## src/rtl/comparator_pkg.sv

```systemverilog
// Shared types and elaboration helpers for the chunked magnitude comparator.
package comparator_pkg;

  typedef enum logic [1:0] {
    S_IDLE,
    S_BUSY,
    S_DONE
  } cmp_state_t;

  // Chunk counter width; a single-chunk compare still keeps a 1-bit counter.
  function automatic int cnt_width(input int n, input int w);
    int c;
    c = $clog2(n / w);
    return (c < 1) ? 1 : c;
  endfunction

endpackage

```

## src/rtl/comparator_seq_if.sv

```systemverilog
// Operand/result valid-ready bundle between the register file, comparator and flag logic.
interface comparator_seq_if #(
  parameter int N = 32
);
  logic         i_valid;
  logic         i_ready;
  logic [N-1:0] a;
  logic [N-1:0] b;
  logic         is_signed;
  logic         o_valid;
  logic         o_ready;
  logic         lt;
  logic         eq;

  modport master (
    output i_valid, a, b, is_signed, o_ready,
    input  i_ready, o_valid, lt, eq
  );

  modport slave (
    input  i_valid, a, b, is_signed, o_ready,
    output i_ready, o_valid, lt, eq
  );
endinterface

```

## src/rtl/comparator_seq_adder_n.sv

```systemverilog
// Plain N-bit ripple adder with carry in/out, reused here as a chunk subtractor.
module adder_n #(
  parameter int N = 8
) (
  input  logic [N-1:0] a,
  input  logic [N-1:0] b,
  input  logic         c_in,
  output logic [N-1:0] sum,
  output logic         c_out
);

  assign {c_out, sum} = {1'b0, a} + {1'b0, b} + {{N{1'b0}}, c_in};

endmodule

```

## src/rtl/comparator_seq.sv

```systemverilog
// Multi-cycle signed/unsigned magnitude comparator: subtracts W bits per cycle,
// LSB chunk first, carrying only the borrow between chunks.
module comparator_seq
  import comparator_pkg::*;
#(
  parameter int N = 32,
  parameter int W = 8
) (
  input logic             clk,
  input logic             rst,
  comparator_seq_if.slave bus
);

  localparam int NC = N / W;
  localparam int CW = cnt_width(N, W);
  localparam int NS = 2 ** CW;

  generate
    if (N % W != 0) begin : g_bad_width
      $error("comparator_seq: N must be a multiple of W");
    end
  endgenerate

  cmp_state_t     state_reg;
  logic [N-1:0]   a_reg;
  logic [N-1:0]   b_reg;
  logic           signed_reg;
  logic           carry_reg;
  logic           zero_reg;
  logic [CW-1:0]  cnt_reg;
  logic           i_ready_reg;
  logic           o_valid_reg;
  logic           lt_reg;
  logic           eq_reg;

  logic [W-1:0]   a_chunks [NS];
  logic [W-1:0]   b_chunks [NS];
  logic [W-1:0]   a_cur;
  logic [W-1:0]   b_cur;
  logic [W-1:0]   diff;
  logic           c_out;
  logic           chunk_eq;
  logic           zero_next;
  logic           lt_next;
  logic           last_chunk;

  // Counter range is a power of two; slots past the last chunk read as zero.
  generate
    for (genvar gi = 0; gi < NS; gi++) begin : g_chunk
      if (gi < NC) begin : g_real
        assign a_chunks[gi] = a_reg[gi*W +: W];
        assign b_chunks[gi] = b_reg[gi*W +: W];
      end else begin : g_pad
        assign a_chunks[gi] = '0;
        assign b_chunks[gi] = '0;
      end
    end
  endgenerate

  assign a_cur = a_chunks[cnt_reg];
  assign b_cur = b_chunks[cnt_reg];

  adder_n #(.N(W)) u_adder (
    .a     (a_cur),
    .b     (~b_cur),
    .c_in  (carry_reg),
    .sum   (diff),
    .c_out (c_out)
  );

  // a + ~b + c equals zero (c=1) or all-ones (c=0) exactly when the chunks match.
  assign chunk_eq   = (diff == {W{~carry_reg}});
  assign zero_next  = zero_reg & chunk_eq;
  assign last_chunk = (cnt_reg == CW'(NC - 1));
  assign lt_next    = (signed_reg && (a_reg[N-1] != b_reg[N-1])) ? a_reg[N-1] : ~c_out;

  always_ff @(posedge clk or negedge rst) begin
    if (!rst) begin
      state_reg   <= S_IDLE;
      a_reg       <= '0;
      b_reg       <= '0;
      signed_reg  <= 1'b0;
      carry_reg   <= 1'b1;
      zero_reg    <= 1'b1;
      cnt_reg     <= '0;
      i_ready_reg <= 1'b0;
      o_valid_reg <= 1'b0;
      lt_reg      <= 1'b0;
      eq_reg      <= 1'b0;
    end else begin
      case (state_reg)
        S_IDLE: begin
          i_ready_reg <= 1'b1;
          if (bus.i_valid && i_ready_reg) begin
            a_reg       <= bus.a;
            b_reg       <= bus.b;
            signed_reg  <= bus.is_signed;
            carry_reg   <= 1'b1;
            zero_reg    <= 1'b1;
            cnt_reg     <= '0;
            i_ready_reg <= 1'b0;
            state_reg   <= S_BUSY;
          end
        end
        S_BUSY: begin
          carry_reg <= c_out;
          zero_reg  <= zero_next;
          cnt_reg   <= cnt_reg + 1'b1;
          if (last_chunk) begin
            lt_reg      <= lt_next;
            eq_reg      <= zero_next;
            o_valid_reg <= 1'b1;
            state_reg   <= S_DONE;
          end
        end
        S_DONE: begin
          if (bus.o_ready) begin
            o_valid_reg <= 1'b0;
            lt_reg      <= 1'b0;
            eq_reg      <= 1'b0;
            cnt_reg     <= '0;
            i_ready_reg <= 1'b1;
            state_reg   <= S_IDLE;
          end
        end
        default: begin
          state_reg   <= S_IDLE;
          i_ready_reg <= 1'b0;
          o_valid_reg <= 1'b0;
          lt_reg      <= 1'b0;
          eq_reg      <= 1'b0;
        end
      endcase
    end
  end

  assign bus.i_ready = i_ready_reg;
  assign bus.o_valid = o_valid_reg;
  assign bus.lt      = lt_reg;
  assign bus.eq      = eq_reg;

endmodule

```

## src/flat_wrapper.sv

```systemverilog
// flat-port wrapper written by rule: the top's interface ports become plain ports
module comparator_seq_flat import comparator_pkg::*;
#(
  parameter int N = 32,
  parameter int W = 8
)
  (clk, rst, bus_i_valid, bus_a, bus_b, bus_is_signed, bus_o_ready, bus_i_ready, bus_o_valid, bus_lt, bus_eq);
  comparator_seq_if #(.N(N)) bus_i ();
  input logic clk;
  input logic rst;
  input wire logic [$bits(bus_i.i_valid)-1:0] bus_i_valid;
  input wire logic [$bits(bus_i.a)-1:0] bus_a;
  input wire logic [$bits(bus_i.b)-1:0] bus_b;
  input wire logic [$bits(bus_i.is_signed)-1:0] bus_is_signed;
  input wire logic [$bits(bus_i.o_ready)-1:0] bus_o_ready;
  output wire logic [$bits(bus_i.i_ready)-1:0] bus_i_ready;
  output wire logic [$bits(bus_i.o_valid)-1:0] bus_o_valid;
  output wire logic [$bits(bus_i.lt)-1:0] bus_lt;
  output wire logic [$bits(bus_i.eq)-1:0] bus_eq;
  assign bus_i.i_valid = bus_i_valid;
  assign bus_i.a = bus_a;
  assign bus_i.b = bus_b;
  assign bus_i.is_signed = bus_is_signed;
  assign bus_i.o_ready = bus_o_ready;
  assign bus_i_ready = bus_i.i_ready;
  assign bus_o_valid = bus_i.o_valid;
  assign bus_lt = bus_i.lt;
  assign bus_eq = bus_i.eq;
  comparator_seq #(.N(N), .W(W)) u_core (.clk(clk), .rst(rst), .bus(bus_i));
endmodule
```

## config.mk

```make
export PLATFORM = sky130hd
export DESIGN_NAME = comparator_seq_flat
export DESIGN_NICKNAME = d
export VERILOG_FILES = /design/src/rtl/comparator_pkg.sv /design/src/rtl/comparator_seq_if.sv /design/src/rtl/comparator_seq_adder_n.sv /design/src/rtl/comparator_seq.sv /design/src/flat_wrapper.sv
export SDC_FILE = /design/constraint.sdc
export NUM_CORES = 1
export LEC_CHECK = 0
export ABC_CLOCK_PERIOD_IN_PS = 6200
export BUFFER_PORTS_ARGS = -buffer_cell sky130_fd_sc_hd__buf_2
export CAP_MARGIN = 20
export CORE_MARGIN = 2
export CORE_UTILIZATION = 59
export DETAILED_ROUTE_END_ITERATION = 7
export GPL_TIMING_DRIVEN = 0
export PLACE_DENSITY = 0.86
export SYNTH_ARGS = -nofsm -noshare
export SYNTH_HDL_FRONTEND = slang
export SYNTH_SLANG_ARGS = --single-unit
```

## constraint.sdc

```tcl
create_clock -name clk -period 6.2 [get_ports clk]
set_clock_uncertainty 0.15 [all_clocks]
set_input_delay 0 -clock clk [delete_from_list [all_inputs] [get_ports clk]]
set_output_delay 0 -clock clk [all_outputs]
set_load 0.01 [all_outputs]
```

==> metrics <==
initial antenna violation count 0; switching share of power 39.7%; Total GRT Usage 29.8%; CTS tree built; post-CTS resize count 0; CP Max Fanout 10; First-pass DRT Iterations 4; Port Buffer Count 72; CTS Buf Count 9; met3 routed WL 504 µm; vias in the first global route 3,146; startpoint class of the critical path flop; worst reg2reg path startpoint u_core.cnt_reg[0]$_DFFE_PN0P_; setup TNS 0 ns; endpoints failing setup 0; minimum clock period 4.52 ns; M1 WL 3840 µm; Die Wd 82.8 µm; post-synthesis cell type count 39; syn nets 345; grt total ovfl 0; layout cell share with drive strength beyond 1 43.4%; Placed Cells 413; largest net degree at the start of global routing 76; Critical Path End Type flop; worst-skew pair later-pin latency 0.36 ns; first-pass GRT wire length 15,800 µm; CP startpoint u_core.cnt_reg[0]$_DFFE_PN0P_; Psw 1.24 mW; Final Max Tran Viols 0; Fmax 221 MHz; CORE AREA 5960 µm²; HPWL Detailed 5480 µm; Logic pwr share 56.0%; most common cell after layout, fill and taps aside buf_2; top cell type's share of synthesized area 49.8%; YS warnings 0; Synth area leader dfrtp_1; met2 wire length 4870 µm; CTS sink cnt 75; DR vias/cell 5.77; P_leak 2.26 nW; Core Util, Final 84.8%; vias 2,866; DR top layer met4; clock share of power 15.2%; HP Class primary input to asynchronous set/reset pin; routed length per instance 19.5 µm; largest cells by area after synthesis dfrtp_1, mux2_2, mux4_2, ha_1, o21ai_0; Seq/Total Area, Yosys 51.3%; Slew HR 38.2%; fin cells 497; # rows 28; GPL Wtd Cong 0.896; pin slew with the least headroom to its limit 0.927 ns; H-tree levels 3; die area 6860 µm²; Worst EP arrival 4.64 ns; antenna viol nets, final 0; Die Height 82.8 µm; Int Power 1.88 mW; final hold viol count 0; run status completed; P&R area growth vs syn 37.9%; nets 496; Worst Path Class, Setup flop to flop; most frequent cells in the layout buf_2, dfrtp_1, dlygate4sd3_1; Mapped Area 3660 µm²; Max Cap Viol 0; Synth Register Bits 75; IO Pins 73; peak supply drop 0.409 mV; Antenna Cells 0; Mapped Cells 266; root buffer cell clkbuf_8; mean area per synthesized cell 13.8 µm²; Clock Pin Slew Worst Setup and Hold Paths 0.09 ns; initial core utilization 61.5%; Tot Pwr 3.11 mW; worst path required time 6.33 ns; Bufs on Longest Clock Path 2; drt total wl 9710 µm; Seq pwr share 28.8%; Power Density 616 nW/µm²; final worst path period share 72.8%; Iter 0 DRT Violations 218; DRC 0; RSZ-0062 raised after global routing no
[per-layer routing]
layer,up-vias,global-route usage (%)
met5,-,0
met4,0,16.8
met3,40,6.46
met2,132,49.6
met1,1422,36.2
li1,1272,-
[power by group through the flow]
stage | Clock (mW) | Sequential, mW | Combinational (mW)
final | 0.472 | 0.897 | 1.74
after global routing | 0.496 | 0.918 | 1.86
after detailed placement | 0 | 0.886 | 1.55
after floorplan | 0 | 0.841 | 1.27
after CTS | 0.472 | 0.883 | 1.62
after global placement | 0 | 0.869 | 1.49
[per-stage QoR]
| stage | setup WS, ns | cell area (µm²) | hold WS [ns] |
|---|---|---|---|
| 2_1_floorplan | 2.38 | 3660 | -0.446 |
| 3_3_place_gp | 1.92 | 4120 | 0.0808 |
| 3_5_place_dp | 1.85 | 4120 | 0.0452 |
| 4_1_cts | 1.77 | 5050 | 0.200 |
| 5_1_grt | 1.40 | 5050 | 0.253 |
| 6_report | 1.68 | 5050 | 0.140 |
[timing repair]
item                      4_1_cts  5_1_grt
setup buffers                   0        0
hold buffers                   68        0
hold endpoints to repair      145        0
[final timing paths]
| check | endpoint | slack, ns | depth (start not counted) |
|---|---|---|---|
| min in group clk | u_core.b_reg[9]$_DFFE_PN0P_ | 0.25 | 3 |
| setup reg to reg | u_core.zero_reg$_DFFE_PN1P_ | 1.68 | 12 |
| max in group asynchronous | u_core.a_reg[8]$_DFFE_PN0P_ | 5.12 | 2 |
| hold reg to reg | u_core.bus.eq$_DFFE_PN0P_ | 0.35 | 2 |
| setup / recovery | u_core.zero_reg$_DFFE_PN1P_ | 1.68 | 12 |
| hold / removal | u_core.b_reg[11]$_DFFE_PN0P_ | 0.14 | 2 |
[final cells by class]
type / instances / area, µm²
plain buffers: 12 / 51.3
clock buffers: 10 / 138
clock inverters: 6 / 113
fillers: 286 / 903
inverters: 14 / 52.6
multi-input cells: 165 / 1680
flip-flops and latches: 75 / 1880
well taps: 75 / 93.8
repair buffers: 140 / 1040
[kinds of logic after synthesis]
| kind of cell | share of synthesized area [%] |
|---|---|
| buf+inv | 2.83 |
| xor+xnor | 0.717 |
| simple gates | 4.78 |
| fa+ha+maj | 3.82 |
| mux | 30.4 |
| compound gates | 6.18 |
| flops | 51.3 |
[worst max-delay path: stages, from the launching register on]
cell and delay (ns):
dfrtp_1 0.36, clkbuf_1 0.57, buf_2 0.45, mux4_2 0.59, fa_1 0.49, fa_1 0.44, nor2b_1 0.23, o21ai_0 0.15
a21oi_1 0.27, nor2_1 0.06, and3_1 0.20, mux2i_1 0.30, o21ai_0 0.15
[cells in the mapped netlist]
| cell type | instances |
|---|---|
| dfrtp_1 | 73 |
| mux2_2 | 66 |
| mux4_2 | 16 |
| inv_1 | 14 |
| o21ai_0 | 11 |
| nor2_1 | 10 |
| nand2_1 | 9 |
| ha_1 | 8 |
| clkbuf_1 | 7 |
| a21oi_1 | 5 |
| buf_2 | 5 |
| a31oi_1 | 3 |
| nor3_1 | 3 |
| a211oi_1 | 2 |
| and3_1 | 2 |
| dfstp_2 | 2 |
| fa_1 | 2 |
| nand2b_1 | 2 |
| nor2b_1 | 2 |
| o21a_1 | 2 |
| o31a_2 | 2 |
| or2_2 | 2 |
| xor2_1 | 2 |
| a211o_1 | 1 |
| a21o_1 | 1 |
| a22o_1 | 1 |
| a311oi_1 | 1 |
| mux2i_1 | 1 |
| nand3_1 | 1 |
| nor2b_4 | 1 |
| nor3b_1 | 1 |
| nor4_1 | 1 |
| o2111ai_1 | 1 |
| o21bai_1 | 1 |
| o22a_1 | 1 |
| o22ai_1 | 1 |
| o31ai_2 | 1 |
| or3_1 | 1 |
| xnor2_1 | 1 |
Power figures use the tool's default switching activity.
